<file path="src/rtl/display_arbiter.sv">
// Round-robin owner arbitration for the shared 4-digit display, with a minimum dwell per grant.
// Optional owner idle timeout back to a blank display is built only when DISP_TIMEOUT_EN is defined.
module display_arbiter #(
    parameter int unsigned NUM_REQ        = 3,
    parameter int unsigned HOLD_CYCLES    = 100_000_000,
    parameter int unsigned TIMEOUT_CYCLES = 500_000_000,
    parameter logic [15:0] BLANK_VAL      = 16'h0000
) (
    input  logic                     CLK100MHZ,
    input  logic                     reset_n,
    input  logic [NUM_REQ-1:0]       req,
    input  logic [16*NUM_REQ-1:0]    req_val,
    output logic [NUM_REQ-1:0]       ack,
    output logic [15:0]              disp_val,
    output logic [1:0]               disp_src,
    output logic                     disp_valid
);

    localparam int unsigned IDX_W   = (NUM_REQ > 2) ? 2 : 1;
    localparam int unsigned CNT_MAX = (HOLD_CYCLES > TIMEOUT_CYCLES) ? HOLD_CYCLES : TIMEOUT_CYCLES;
    localparam int unsigned CNT_W   = $clog2(CNT_MAX);

    localparam logic [CNT_W-1:0] HOLD_LAST    = CNT_W'(HOLD_CYCLES - 1);
`ifdef DISP_TIMEOUT_EN
    localparam logic [CNT_W-1:0] TIMEOUT_LAST = CNT_W'(TIMEOUT_CYCLES - 1);
`endif
    localparam logic [IDX_W-1:0] LAST_RESET   = IDX_W'(NUM_REQ - 1);

    localparam logic [1:0] ST_IDLE = 2'd0;
    localparam logic [1:0] ST_HOLD = 2'd1;
    localparam logic [1:0] ST_OWN  = 2'd2;

    logic [1:0]         state_q, state_d;
    logic [CNT_W-1:0]   cnt_q, cnt_d;
    logic [IDX_W-1:0]   last_q, last_d;
    logic [IDX_W-1:0]   src_q, src_d;
    logic [15:0]        val_q, val_d;
    logic               valid_q, valid_d;
    logic [NUM_REQ-1:0] ack_q, ack_d;

    logic [NUM_REQ-1:0] elig;
    logic [NUM_REQ-1:0] others;
    logic               owner_req;
    logic               do_grant;
    logic               do_refresh;
    logic [IDX_W-1:0]   gnt_idx;
    logic [15:0]        vals [NUM_REQ];

    for (genvar g = 0; g < int'(NUM_REQ); g++) begin : g_unpack
        assign vals[g] = req_val[16*g +: 16];
    end

    // First set bit of mask searching upward from last+1, wrapping at NUM_REQ.
    function automatic logic [IDX_W-1:0] rr_pick(input logic [NUM_REQ-1:0] mask,
                                                 input logic [IDX_W-1:0]   last);
        logic [IDX_W-1:0] pick;
        logic [IDX_W-1:0] cand;
        logic             found;
        pick  = last;
        found = 1'b0;
        for (int i = 1; i <= int'(NUM_REQ); i++) begin
            cand = IDX_W'((int'(last) + i) % int'(NUM_REQ));
            if (!found && mask[cand]) begin
                pick  = cand;
                found = 1'b1;
            end
        end
        return pick;
    endfunction

    always_comb begin
        state_d    = state_q;
        cnt_d      = cnt_q;
        last_d     = last_q;
        src_d      = src_q;
        val_d      = val_q;
        valid_d    = valid_q;
        ack_d      = '0;
        do_grant   = 1'b0;
        do_refresh = 1'b0;
        gnt_idx    = last_q;

        // A requester being acked this cycle cannot be captured again on this edge.
        elig      = req & ~ack_q;
        others    = elig & ~(NUM_REQ'(1) << last_q);
        owner_req = elig[last_q];

        case (state_q)
            ST_IDLE: begin
                if (|elig) begin
                    do_grant = 1'b1;
                    gnt_idx  = rr_pick(elig, last_q);
                end
            end
            ST_HOLD: begin
                if (cnt_q == HOLD_LAST) begin
                    if (|others) begin
                        do_grant = 1'b1;
                        gnt_idx  = rr_pick(others, last_q);
                    end else begin
                        state_d    = ST_OWN;
                        cnt_d      = '0;
                        do_refresh = owner_req;
                    end
                end else begin
                    cnt_d      = cnt_q + CNT_W'(1);
                    do_refresh = owner_req;
                end
            end
            ST_OWN: begin
                if (|others) begin
                    do_grant = 1'b1;
                    gnt_idx  = rr_pick(others, last_q);
                end else if (owner_req) begin
                    do_refresh = 1'b1;
`ifdef DISP_TIMEOUT_EN
                    cnt_d      = '0;
                end else if (cnt_q == TIMEOUT_LAST) begin
                    state_d = ST_IDLE;
                    cnt_d   = '0;
                    valid_d = 1'b0;
                    val_d   = BLANK_VAL;
                end else begin
                    cnt_d = cnt_q + CNT_W'(1);
`endif
                end
            end
            default: begin
                state_d = ST_IDLE;
                cnt_d   = '0;
            end
        endcase

        if (do_grant) begin
            state_d        = ST_HOLD;
            cnt_d          = '0;
            last_d         = gnt_idx;
            src_d          = gnt_idx;
            val_d          = vals[gnt_idx];
            valid_d        = 1'b1;
            ack_d[gnt_idx] = 1'b1;
        end

        if (do_refresh) begin
            val_d         = vals[last_q];
            ack_d[last_q] = 1'b1;
        end
    end

    always_ff @(posedge CLK100MHZ or negedge reset_n) begin
        if (!reset_n) begin
            state_q <= ST_IDLE;
            cnt_q   <= '0;
            last_q  <= LAST_RESET;
            src_q   <= '0;
            val_q   <= BLANK_VAL;
            valid_q <= 1'b0;
            ack_q   <= '0;
        end else begin
            state_q <= state_d;
            cnt_q   <= cnt_d;
            last_q  <= last_d;
            src_q   <= src_d;
            val_q   <= val_d;
            valid_q <= valid_d;
            ack_q   <= ack_d;
        end
    end

    assign ack        = ack_q;
    assign disp_val   = val_q;
    assign disp_src   = 2'(src_q);
    assign disp_valid = valid_q;

endmodule
</file>
<file path="config.mk">
export PLATFORM = sky130hd
export DESIGN_NAME = display_arbiter
export DESIGN_NICKNAME = d
export VERILOG_FILES = /design/src/rtl/display_arbiter.sv
export SDC_FILE = /design/constraint.sdc
export NUM_CORES = 1
export LEC_CHECK = 0
export BUFFER_PORTS_ARGS = -buffer_cell sky130_fd_sc_hd__buf_2
export CORE_UTILIZATION = 61
export CTS_BUF_LIST = sky130_fd_sc_hd__clkbuf_4 sky130_fd_sc_hd__clkbuf_8 sky130_fd_sc_hd__clkbuf_16
export CTS_CLUSTER_SIZE = 30
export DETAILED_ROUTE_END_ITERATION = 6
export PLACE_DENSITY = 0.86
export SLEW_MARGIN = 20
export SYNTH_ARGS = -nofsm -noshare
export SYNTH_HDL_FRONTEND = slang
export SYNTH_SLANG_ARGS = --single-unit
</file>
<file path="constraint.sdc">
create_clock -name CLK100MHZ -period 6.42 [get_ports CLK100MHZ]
set_input_delay 0.642 -clock CLK100MHZ [delete_from_list [all_inputs] [get_ports CLK100MHZ]]
set_output_delay 0.642 -clock CLK100MHZ [all_outputs]
set_load 0.02 [all_outputs]
</file>
==> results.md <==
- Worst hold slack: 0.4496 ns
- Synth unique cells: 66
- DRC viols: 0
- Share of the yosys chip area belonging to registers: 33.28%
- Largest cells by area after synthesis: dfrtp_1, nor2_1, o21ai_0, mux2i_1, a221oi_2
- CP Capture Type: register
- I/O Buffers: 74
- Final net count: 576
- Crit path kind: reg2reg
- Post-synth top cells: dfrtp_1, nor2_1, o21ai_0
- Row cnt: 29
- Slew Viols, Final: 0
- Clock latency at the later pin of the worst-skew pair: 0.31 ns
- Final Hold Viols: 0
- CTS max path bufs: 2
- Post-synth top flop: dfrtp_1
- P&R area growth vs syn: 12.10%
- Pwr/cell area: 157.5 nW/um^2
- IR drop worst, VDD: 0.1413 mV
- Clock slew at reported path FFs: 0.10 ns
- CP arrival: 4.89 ns
- Worst Hold Class: in2async
- Depth of the CTS H-tree: 2
- Grt total ovfl: 0
- Status: finished, final reports clean
- Iter 0 DRT Violations: 344
- Inserted Diodes: 0
- Die area: 6992 sq um
- Tot GR Track Use: 30.48%
- Pleak: 1.997 nW
- First-pass GRT wire length: 17660 um
- Asr flop ratio synth: 100.0%
- Final setup viols: 0
- Worst-Margin Slew: 0.9872 ns
- Post-synthesis cell area: 4064 sq um
- Via count: 3911
- # clock sinks: 54
- Setup TNS: 0 ns
- RSZ-0062 raised after global routing: no
- Post-synth EDFFs: 0
- Most instantiated library cell after synthesis: dfrtp_1
- Start of the worst register-to-register path: last_q[0]
- Vias per inst: 6.618
- Syn_nets: 516
- Worst setup path startpoint: last_q[0]
- Largest net degree at the start of global routing: 55
- Initial antenna violation count: 0
- Die height: 83.62 um
- Max Clock Skew: 0.006122 ns
- Fraction of layout instances using a drive strength above 1: 26.07%
- Req. time, crit path: 6.64 ns
- Die Wd: 83.62 um
- R2r setup slk: 1.75 ns
- CTS tree: built
- Crit path to: disp_val[4]
- Gpl congestion: 0.9516
- Yosys top cell area share: 32.64%
- Top Ports: 75
- Rel. slew slack: 33.98%
- HPWL Detailed: 7139 um
- Vias in the first global route: 3779
- Peak Freq: 0.2141 GHz
- Core area: 6386 sq um
- Mapped Cells: 453
- Num CTS Buffers: 5
- Max-cap check violation count: 0
- DR WL/cell: 17.40 um
- Post-synth top area cell: dfrtp_1
- Drt total wl: 10280 um
- Synth Warn #: 0
- Postcts setup bufs: 0
- Starting Density: 63.64%
- Period utilization: 72.77%
- Startpoint Class: register
- Post_cts resized: 0
- Flops & latches, synth: 54
- Hold buffer count at CTS: 0
- Reg2reg end: disp_val[4]
- Synthesized area per cell: 8.971 sq um
- First-pass detailed-route iteration total: 5
- Worst reg-to-reg path cell count: 10
- Clk Tree Root Cell: clkbuf_8
- CP max FO: 27
- Crit path time final: 4.672 ns
- Routed Antenna Nets: 0
critical path: stages (launching register included):
cell and delay, ns:
dfrtp_1 0.93, inv_1 0.35, ha_1 0.45, nor4b_1 0.44, a21oi_1 0.08, o221a_1 0.29
a32o_1 0.26, a211oi_4 0.84, o311a_4 0.54, a221oi_1 0.14, a211oi_1 0.25
flip-flops by register name, summed over array words and instances, names as in the netlist:
| signal | flops |
|---|---|
| state_q | 2 |
| cnt_q | 29 |
| disp_val | 16 |
| last_q | 2 |
| disp_valid | 1 |
| disp_src | 1 |
| ack | 3 |
how the worst min path moves through the flow:
stage / startpoint / cells past startpoint / endpoint
3_5_place_dp: disp_valid / 1 / disp_valid
4_1_cts: reset_n / 2 / cnt_q[18]
2_1_floorplan: reset_n / 0 / ack[0]
6_report: reset_n / 2 / cnt_q[20]
3_3_place_gp: disp_valid / 1 / disp_valid
5_1_grt: disp_valid / 1 / disp_valid
power breakdown:
| group | internal, W | leakage [nW] | switching (W) |
|---|---|---|---|
| Sequential | 0.000354 | 0.640 | 0.00000863 |
| Combinational | 0.0000486 | 1.30 | 0.0000682 |
| Clock | 0.000121 | 0.0548 | 0.000118 |
| Total | 0.000523 | 2.00 | 0.000194 |
stage by stage:
step	util [%]	power (W)	setup WS, ns	cell area (sq um)	std cells
final	71.34	0.0007174	1.748	4556	591
after global placement	69.51	0.0004812	1.918	4439	583
after CTS	71.30	0.0007165	1.796	4553	591
after detailed placement	69.51	0.0004848	1.846	4439	583
after floorplan	-	0.0004326	2.927	4064	453
after global routing	71.34	0.0007418	1.377	4556	591
logic make-up after synthesis:
family                   count (synthesis)  synth area share, %
multiplexers                            36                9.452
AND/OR/NAND/NOR                        166                21.46
XOR/XNOR                                11                2.371
adder cells (fa/ha/maj)                 10                3.079
AO/OA/AOI/OAI                          137                25.89
buffers and inverters                   39                4.464
flip-flops                              54                33.28
per-layer routing:
metal,part of all wire [%],vias to the layer above,global-route usage (%)
met4,2.6,0,10.79
li1,-,1830,-
met3,7.2,38,3.858
met5,0,-,0
met2,47,187,49.15
met1,44,1856,42.32
cell type report:
class / count / area [sq um]
multi-input combinational: 360 / 2536
fill: 468 / 1831
sequential: 54 / 1353
timing repair buffer: 79 / 407.9
tap: 77 / 96.34
clock buffer: 6 / 76.32
inverter: 13 / 48.80
clock inverter: 2 / 37.54
cells in the final DEF (no fill, tap or decap), types with 3 or more instances in the layout:
master     n
a211oi_2  10
a221oi_1   8
nand2_1   32
a211oi_1   6
ha_1      10
a31oi_1    7
or3_1      3
xnor2_1    9
buf_2     74
nor4b_1    5
mux2_2    11
nand4_1    7
buf_4      5
a221oi_2  10
nor2_1    50
o21ai_0   36
a21oi_1   28
clkbuf_8   5
nor3_1    20
and3_1     5
nor2b_1    7
and4_1     3
nor4_1     7
mux2_1     8
mux2i_1   17
dfrtp_1   53
nor4bb_1   3
o31ai_1    8
inv_1     12
nand3_1    8
(Power assumes the default switching activity.)
